[src/rtl/xosera_bus_host_if.sv]
// Request/response and Xosera byte-bus signals of xosera_bus_host, bundled for the host and its environment.
// The master modport is the host's view; slave is the view of whatever drives requests and models the responder.
interface xosera_bus_host_if;
   logic        req_valid_i;
   logic        req_ready_o;
   logic        req_rd_nwr_i;
   logic [3:0]  req_reg_num_i;
   logic [15:0] req_data_i;
   logic        rsp_valid_o;
   logic [15:0] rsp_data_o;
   logic        bus_cs_n_o;
   logic        bus_rd_nwr_o;
   logic [3:0]  bus_reg_num_o;
   logic        bus_bytesel_o;
   logic [7:0]  bus_data_o;
   logic        bus_data_oe_o;
   logic [7:0]  bus_data_i;
   logic        bus_intr_i;
   logic        intr_clear_i;
   logic        intr_pending_o;

   modport master (
      input  req_valid_i, req_rd_nwr_i, req_reg_num_i, req_data_i,
      input  bus_data_i, bus_intr_i, intr_clear_i,
      output req_ready_o, rsp_valid_o, rsp_data_o,
      output bus_cs_n_o, bus_rd_nwr_o, bus_reg_num_o, bus_bytesel_o,
      output bus_data_o, bus_data_oe_o, intr_pending_o
   );

   modport slave (
      output req_valid_i, req_rd_nwr_i, req_reg_num_i, req_data_i,
      output bus_data_i, bus_intr_i, intr_clear_i,
      input  req_ready_o, rsp_valid_o, rsp_data_o,
      input  bus_cs_n_o, bus_rd_nwr_o, bus_reg_num_o, bus_bytesel_o,
      input  bus_data_o, bus_data_oe_o, intr_pending_o
   );
endinterface

[src/rtl/xosera_bus_host.sv]
// Splits 16-bit register reads/writes into two timed byte strobes on the Xosera 8-bit bus.
// Optional interrupt latch enabled by defining XOSERA_BUS_HOST_INTR_EN.
module xosera_bus_host #(
   parameter int CS_CYCLES      = 4,
   parameter int RECOVER_CYCLES = 2
) (
   input logic               clk,
   input logic               reset_i,
   xosera_bus_host_if.master hif
);

   if (CS_CYCLES < 1 || CS_CYCLES > 15) begin : g_bad_cs_cycles
      $error("xosera_bus_host: CS_CYCLES must be in 1..15");
   end
   if (RECOVER_CYCLES < 0 || RECOVER_CYCLES > 15) begin : g_bad_recover_cycles
      $error("xosera_bus_host: RECOVER_CYCLES must be in 0..15");
   end

   typedef enum logic [2:0] {IDLE, SETUP, STROBE, HOLD, RECOVER} state_t;

   state_t      state_q, state_d;
   logic        byte_q, byte_d;
   logic [3:0]  cnt_q, cnt_d;
   logic        rsp_valid_q, rsp_valid_d;
   logic        accept, sample, byte_done;
   logic        rd_nwr_q;
   logic [3:0]  reg_num_q;
   logic [15:0] data_q;
   logic [15:0] rsp_data_q;
   logic        drive_oe;

   always_ff @(posedge clk or posedge reset_i) begin
      if (reset_i) begin
         state_q     <= IDLE;
         byte_q      <= 1'b0;
         cnt_q       <= 4'd0;
         rsp_valid_q <= 1'b0;
         rd_nwr_q    <= 1'b0;
         reg_num_q   <= 4'd0;
         data_q      <= 16'd0;
         rsp_data_q  <= 16'd0;
      end else begin
         state_q     <= state_d;
         byte_q      <= byte_d;
         cnt_q       <= cnt_d;
         rsp_valid_q <= rsp_valid_d;
         if (accept) begin
            rd_nwr_q  <= hif.req_rd_nwr_i;
            reg_num_q <= hif.req_reg_num_i;
            data_q    <= hif.req_data_i;
         end
         if (sample) begin
            if (byte_q) rsp_data_q[7:0]  <= hif.bus_data_i;
            else        rsp_data_q[15:8] <= hif.bus_data_i;
         end
      end
   end

   // cnt_q counts down the remaining cycles of STROBE and RECOVER; byte_done closes out one byte.
   always_comb begin
      state_d     = state_q;
      byte_d      = byte_q;
      cnt_d       = cnt_q;
      rsp_valid_d = 1'b0;
      accept      = 1'b0;
      sample      = 1'b0;
      byte_done   = 1'b0;
      case (state_q)
         IDLE: begin
            if (hif.req_valid_i) begin
               accept  = 1'b1;
               state_d = SETUP;
               byte_d  = 1'b0;
            end
         end
         SETUP: begin
            state_d = STROBE;
            cnt_d   = 4'(CS_CYCLES - 1);
         end
         STROBE: begin
            if (cnt_q == 4'd0) begin
               state_d = HOLD;
               sample  = rd_nwr_q;
            end else begin
               cnt_d = cnt_q - 4'd1;
            end
         end
         HOLD: begin
            if (RECOVER_CYCLES == 0) begin
               byte_done = 1'b1;
            end else begin
               state_d = RECOVER;
               cnt_d   = 4'(RECOVER_CYCLES - 1);
            end
         end
         RECOVER: begin
            if (cnt_q == 4'd0) byte_done = 1'b1;
            else               cnt_d = cnt_q - 4'd1;
         end
         default: state_d = IDLE;
      endcase
      if (byte_done) begin
         if (byte_q) begin
            state_d     = IDLE;
            rsp_valid_d = 1'b1;
         end else begin
            state_d = SETUP;
            byte_d  = 1'b1;
         end
      end
   end

   assign drive_oe = !rd_nwr_q && (state_q == SETUP || state_q == STROBE || state_q == HOLD);

   assign hif.req_ready_o   = (state_q == IDLE);
   assign hif.rsp_valid_o   = rsp_valid_q;
   assign hif.rsp_data_o    = rsp_data_q;
   assign hif.bus_cs_n_o    = (state_q != STROBE);
   assign hif.bus_rd_nwr_o  = rd_nwr_q;
   assign hif.bus_reg_num_o = reg_num_q;
   assign hif.bus_bytesel_o = byte_q;
   assign hif.bus_data_oe_o = drive_oe;
   assign hif.bus_data_o    = drive_oe ? (byte_q ? data_q[7:0] : data_q[15:8]) : 8'h00;

`ifdef XOSERA_BUS_HOST_INTR_EN
   // Two synchronizer stages plus one history stage for edge detection; a new edge beats a clear.
   logic [2:0] intr_sync_q;
   logic       intr_pending_q;
   logic       intr_rise;

   assign intr_rise = intr_sync_q[1] && !intr_sync_q[2];

   always_ff @(posedge clk or posedge reset_i) begin
      if (reset_i) begin
         intr_sync_q    <= 3'b000;
         intr_pending_q <= 1'b0;
      end else begin
         intr_sync_q <= {intr_sync_q[1:0], hif.bus_intr_i};
         if (intr_rise)             intr_pending_q <= 1'b1;
         else if (hif.intr_clear_i) intr_pending_q <= 1'b0;
      end
   end

   assign hif.intr_pending_o = intr_pending_q;
`else
   logic intr_unused;
   assign intr_unused        = hif.bus_intr_i | hif.intr_clear_i;
   assign hif.intr_pending_o = 1'b0;
`endif

endmodule

[src/flat_wrapper.sv]
// flat-port wrapper written by rule: the top's interface ports become plain ports
module xosera_bus_host_flat 
#(
   parameter int CS_CYCLES      = 4,
   parameter int RECOVER_CYCLES = 2
)
  (clk, reset_i, hif_req_valid_i, hif_req_rd_nwr_i, hif_req_reg_num_i, hif_req_data_i, hif_bus_data_i, hif_bus_intr_i, hif_intr_clear_i, hif_req_ready_o, hif_rsp_valid_o, hif_rsp_data_o, hif_bus_cs_n_o, hif_bus_rd_nwr_o, hif_bus_reg_num_o, hif_bus_bytesel_o, hif_bus_data_o, hif_bus_data_oe_o, hif_intr_pending_o);
  xosera_bus_host_if hif_i ();
  input logic clk;
  input logic reset_i;
  input wire logic [$bits(hif_i.req_valid_i)-1:0] hif_req_valid_i;
  input wire logic [$bits(hif_i.req_rd_nwr_i)-1:0] hif_req_rd_nwr_i;
  input wire logic [$bits(hif_i.req_reg_num_i)-1:0] hif_req_reg_num_i;
  input wire logic [$bits(hif_i.req_data_i)-1:0] hif_req_data_i;
  input wire logic [$bits(hif_i.bus_data_i)-1:0] hif_bus_data_i;
  input wire logic [$bits(hif_i.bus_intr_i)-1:0] hif_bus_intr_i;
  input wire logic [$bits(hif_i.intr_clear_i)-1:0] hif_intr_clear_i;
  output wire logic [$bits(hif_i.req_ready_o)-1:0] hif_req_ready_o;
  output wire logic [$bits(hif_i.rsp_valid_o)-1:0] hif_rsp_valid_o;
  output wire logic [$bits(hif_i.rsp_data_o)-1:0] hif_rsp_data_o;
  output wire logic [$bits(hif_i.bus_cs_n_o)-1:0] hif_bus_cs_n_o;
  output wire logic [$bits(hif_i.bus_rd_nwr_o)-1:0] hif_bus_rd_nwr_o;
  output wire logic [$bits(hif_i.bus_reg_num_o)-1:0] hif_bus_reg_num_o;
  output wire logic [$bits(hif_i.bus_bytesel_o)-1:0] hif_bus_bytesel_o;
  output wire logic [$bits(hif_i.bus_data_o)-1:0] hif_bus_data_o;
  output wire logic [$bits(hif_i.bus_data_oe_o)-1:0] hif_bus_data_oe_o;
  output wire logic [$bits(hif_i.intr_pending_o)-1:0] hif_intr_pending_o;
  assign hif_i.req_valid_i = hif_req_valid_i;
  assign hif_i.req_rd_nwr_i = hif_req_rd_nwr_i;
  assign hif_i.req_reg_num_i = hif_req_reg_num_i;
  assign hif_i.req_data_i = hif_req_data_i;
  assign hif_i.bus_data_i = hif_bus_data_i;
  assign hif_i.bus_intr_i = hif_bus_intr_i;
  assign hif_i.intr_clear_i = hif_intr_clear_i;
  assign hif_req_ready_o = hif_i.req_ready_o;
  assign hif_rsp_valid_o = hif_i.rsp_valid_o;
  assign hif_rsp_data_o = hif_i.rsp_data_o;
  assign hif_bus_cs_n_o = hif_i.bus_cs_n_o;
  assign hif_bus_rd_nwr_o = hif_i.bus_rd_nwr_o;
  assign hif_bus_reg_num_o = hif_i.bus_reg_num_o;
  assign hif_bus_bytesel_o = hif_i.bus_bytesel_o;
  assign hif_bus_data_o = hif_i.bus_data_o;
  assign hif_bus_data_oe_o = hif_i.bus_data_oe_o;
  assign hif_intr_pending_o = hif_i.intr_pending_o;
  xosera_bus_host #(.CS_CYCLES(CS_CYCLES), .RECOVER_CYCLES(RECOVER_CYCLES)) u_core (.clk(clk), .reset_i(reset_i), .hif(hif_i));
endmodule
[config.mk]
export PLATFORM = sky130hd
export DESIGN_NAME = xosera_bus_host_flat
export DESIGN_NICKNAME = d
export VERILOG_FILES = /design/src/rtl/xosera_bus_host_if.sv /design/src/rtl/xosera_bus_host.sv /design/src/flat_wrapper.sv
export SDC_FILE = /design/constraint.sdc
export NUM_CORES = 1
export LEC_CHECK = 0
export ABC_CLOCK_PERIOD_IN_PS = 3900
export BUFFER_PORTS_ARGS = -buffer_cell sky130_fd_sc_hd__buf_2
export CAP_MARGIN = 40
export CELL_PAD_IN_SITES_DETAIL_PLACEMENT = 0
export CELL_PAD_IN_SITES_GLOBAL_PLACEMENT = 2
export CORE_ASPECT_RATIO = 1.75
export CORE_UTILIZATION = 26
export CTS_BUF_LIST = sky130_fd_sc_hd__clkbuf_4
export CTS_CLUSTER_SIZE = 25
export DETAILED_ROUTE_END_ITERATION = 8
export PLACE_DENSITY_LB_ADDON = 0.1
export SYNTH_ARGS = -nofsm -noshare
export SYNTH_HDL_FRONTEND = slang
export SYNTH_SLANG_ARGS = --single-unit
[constraint.sdc]
create_clock -name clk -period 3.9 [get_ports clk]
set_clock_uncertainty 0.1 [all_clocks]
set_input_delay 0.195 -clock clk [delete_from_list [all_inputs] [get_ports clk]]
set_output_delay 0.195 -clock clk [all_outputs]
set_load 0.05 [all_outputs]
==> results.sh <==
export IMPL_fin_ws_ps=1580
export IMPL_fp_coreArea_um2=8260
export IMPL_cap_violations=0
export IMPL_syn_inst=167
export IMPL_run_status="complete, no violations"
export IMPL_period_needed_ps=2320
export IMPL_rsz_0062_raised_after_global_routing="no"
export IMPL_detailroute_via_count=1628
export IMPL_ys_ff_latch=46
export IMPL_worst_ir_drop_on_vdd_v=0.000395
export IMPL_grt_residual_overflow=0
export IMPL_ctsHtreeMaxLevel=2
export IMPL_finalPower_uw=2580
export IMPL_multiInputGateArea_um2=971
export IMPL_synth_commonest_cells="46 x sky130_fd_sc_hd__dfrtp_1, 19 x sky130_fd_sc_hd__mux2_1, 16 x sky130_fd_sc_hd__mux2_4, 16 x sky130_fd_sc_hd__nor2_1, 9 x sky130_fd_sc_hd__mux2i_1"
export IMPL_hold_slack_ps=108
export IMPL_synth_area_um2=2210
export IMPL_setup_total_negative_slack_ps=0
export IMPL_grt_max_degree=26
export IMPL_finalCoreUtilization_pct=36.0
export IMPL_drt_vias_per_instance=4.59
export IMPL_timing_final_setup_violations=0
export IMPL_start_kind="register"
export IMPL_ff_latch_area_um2=1150
export IMPL_rows=44
export IMPL_grt_pass1_vias=1691
export IMPL_route_detailed_wl_per_inst_um=14.9
export IMPL_clock_tree_root_buffer_cell="sky130_fd_sc_hd__clkbuf_4"
export IMPL_initial_utilization_pct=26.8
export IMPL_synth_largest_area_cell="sky130_fd_sc_hd__dfrtp_1"
export IMPL_wirelength_um=5280
export IMPL_final_replace_weighted_congestion=0.666
export IMPL_synth_fp_nets=203
export IMPL_fmax_ghz=0.431
export IMPL_worst_r2r_setup_slack_ps=1810
export IMPL_synth_flop_type="sky130_fd_sc_hd__dfrtp_1"
export IMPL_final_layout_net_count=298
export IMPL_grt_first_pass_wirelength_um=8560
export IMPL_clk_pin_slew_ps=130
export IMPL_clk_insertion_delay_late_ps=370
export IMPL_clk_sink_count=46
export IMPL_gr_usage_all_layers_pct=12.8
export IMPL_die_area_um2=8890
export IMPL_antenna_violations_before_repair=0
export IMPL_antenna_cells_inserted=0
export IMPL_worst_slew_pin_transition_ps=761
export IMPL_power_share_sequential_pct=35.5
export IMPL_combinationalPowerShare_pct=55.6
export IMPL_fp_dieH_um=124
export IMPL_power_clock_fraction_pct=8.9
export IMPL_cts_path_max_buffers=2
export IMPL_detail_route_drc_violations=0
export IMPL_yosysWarnings=0
export IMPL_power_switching_uw=1310
export IMPL_synth_top_cells_by_area="sky130_fd_sc_hd__dfrtp_1 52%, sky130_fd_sc_hd__mux2_4 11%, sky130_fd_sc_hd__mux2_1 9.7%, sky130_fd_sc_hd__mux2i_1 4.1%, sky130_fd_sc_hd__nor2_1 2.7%"
export IMPL_tritoncts="yes"
export IMPL_area_growth_synth_to_final_pct=34.4
export IMPL_power_density_cell_area_nw_per_um2=870
export IMPL_ios=69
export IMPL_cts_setup_buffers=0
export IMPL_ant_nets=0
export IMPL_min_period_over_period_pct=59.5
export IMPL_worstPathMaxFanout=17
export IMPL_synth_avg_cell_area_um2=13.2
export IMPL_synth_enable_flop_cells=0
export IMPL_slew_headroom_pct=49.3
export IMPL_intPower_uw=1280
export IMPL_asyncSetResetFlopFracSynth_pct=100
export IMPL_detailedRoute_firstPassIterationCount=4
export IMPL_timing_final_hold_violations=0
export IMPL_pre_cts_slack_ps=1820
export IMPL_synth_top_cell_area_share_pct=52.1
export IMPL_tritoncts_num_buffers=5
export IMPL_die_width_um=71.7
export IMPL_holdCritPathClass="input pin to register"
export IMPL_final_fill_count=870
export IMPL_power_leakage_uw=0.00144
export IMPL_detailedRoute_firstIterationViolations=81
export IMPL_critPathRequiredTime_ps=3610
export IMPL_slew_viol_final=0
export IMPL_dp_hpwl_um=3660
export IMPL_port_buffers=65
export IMPL_worstSetupPathType="register to output port"
export IMPL_power_share_switching_pct=50.5
export IMPL_endpoint_kind="output port"
export IMPL_post_synth_top_count_cell="sky130_fd_sc_hd__dfrtp_1"
export IMPL_timing_critical_path_arrival_ps=2020
export IMPL_ys_seq_area_share_pct=52.1
export IMPL_final_layout_size_suffix_gt1_share_pct=38.8
export IMPL_netlist_cell_type_count=39
-- layer usage --
layer,vias to the layer above,track usage (%),part of all wire [%]
met4,0,5.15,1.9
li1,771,-,-
met3,5,2.51,3.5
met5,-,0,0
met1,821,14.4,40
met2,31,23.5,55
-- area by class of cell --
type                            count  share of cell area [%]
Clock inverter                      3                   0.548
Tap cell                           92                    3.88
Multi-Input combinational cell    106                    32.7
Inverter                            5                   0.632
Sequential cell                    46                    38.8
Timing Repair Buffer               98                    22.2
Clock buffer                        5                    1.26
-- placed cells by master, fill, tap and decap left out, types with 2 or more instances in the layout --
| master | instances |
|---|---|
| sky130_fd_sc_hd__nor2b_1 | 2 |
| sky130_fd_sc_hd__o41ai_1 | 2 |
| sky130_fd_sc_hd__mux2_4 | 16 |
| sky130_fd_sc_hd__nand2_1 | 5 |
| sky130_fd_sc_hd__a221o_1 | 2 |
| sky130_fd_sc_hd__nand2b_1 | 4 |
| sky130_fd_sc_hd__o21ai_0 | 3 |
| sky130_fd_sc_hd__nor3_1 | 2 |
| sky130_fd_sc_hd__dlygate4sd3_1 | 30 |
| sky130_fd_sc_hd__buf_4 | 2 |
| sky130_fd_sc_hd__clkbuf_4 | 5 |
| sky130_fd_sc_hd__ha_1 | 2 |
| sky130_fd_sc_hd__mux2_2 | 4 |
| sky130_fd_sc_hd__buf_2 | 65 |
| sky130_fd_sc_hd__dfrtp_1 | 46 |
| sky130_fd_sc_hd__mux2_1 | 19 |
| sky130_fd_sc_hd__mux2i_1 | 9 |
| sky130_fd_sc_hd__nor2_1 | 16 |
| sky130_fd_sc_hd__inv_1 | 4 |
-- cells by family (layout without fill, tap and decap cells) --
family                     after synthesis  in the layout  share of synthesized area (%)
AOI/OAI and AO/OA                       15             15                           5.15
xor gates and xnor gates                 1              1                          0.396
adders and majority gates                2              2                           1.13
buffers and inverters                   15            111                           3.96
DFF                                     46             46                           52.1
muxes                                   48             48                           26.7
other                                    1              1                          0.170
and+or+nand+nor                         39             39                           10.4
-- repair_timing --
action / CTS / global route
gates resized for setup: 0 / 0
hold buffers: 30 / 0
endpoints found under the hold margin: 58 / 0
-- worst max-delay path, stage by stage (launching register included) --
cell and delay [ps]:
sky130_fd_sc_hd__dfrtp_1 610, sky130_fd_sc_hd__o21ai_1 680, sky130_fd_sc_hd__nor2_1 120, sky130_fd_sc_hd__buf_2 240
-- worst paths after layout --
path	start	to	cells after the start
max	u_core.state_q[0]	hif_bus_data_o[1]	3
max reg2reg	u_core.cnt_q[1]	u_core.hif.rsp_data_o[6]	7
min reg2reg	u_core.data_q[9]	u_core.data_q[9]	1
min	hif_req_valid_i	u_core.state_q[0]	3
min in group asynchronous	reset_i	u_core.data_q[8]	3
max in group asynchronous	reset_i	u_core.cnt_q[2]	4
-- registers in the layout, indices dropped and copies added, names as in the netlist --
name / flops
u_core.data_q: 16
u_core.hif.rsp_data_o: 16
u_core.cnt_q: 4
u_core.hif.bus_reg_num_o: 4
u_core.state_q: 3
u_core.hif.bus_bytesel_o: 1
u_core.hif.bus_rd_nwr_o: 1
u_core.hif.rsp_valid_o: 1
-- power groups by stage --
| stage | clock network (uW) | logic [uW] | registers, uW |
|---|---|---|---|
| 2_1_floorplan | 0 | 876 | 1170 |
| 3_3_place_gp | 0 | 1430 | 935 |
| 3_5_place_dp | 0 | 1440 | 938 |
| 4_1_cts | 247 | 1460 | 929 |
| 5_1_grt | 260 | 1560 | 962 |
| 6_report | 229 | 1440 | 918 |
-- metrics by stage --
step / instance area, um^2 / cells
after floorplan: 2210 / 167
after global placement: 2600 / 316
after detailed placement: 2620 / 317
after CTS: 2970 / 355
after global routing: 2970 / 355
final: 2970 / 355
(Power assumes the default switching activity.)
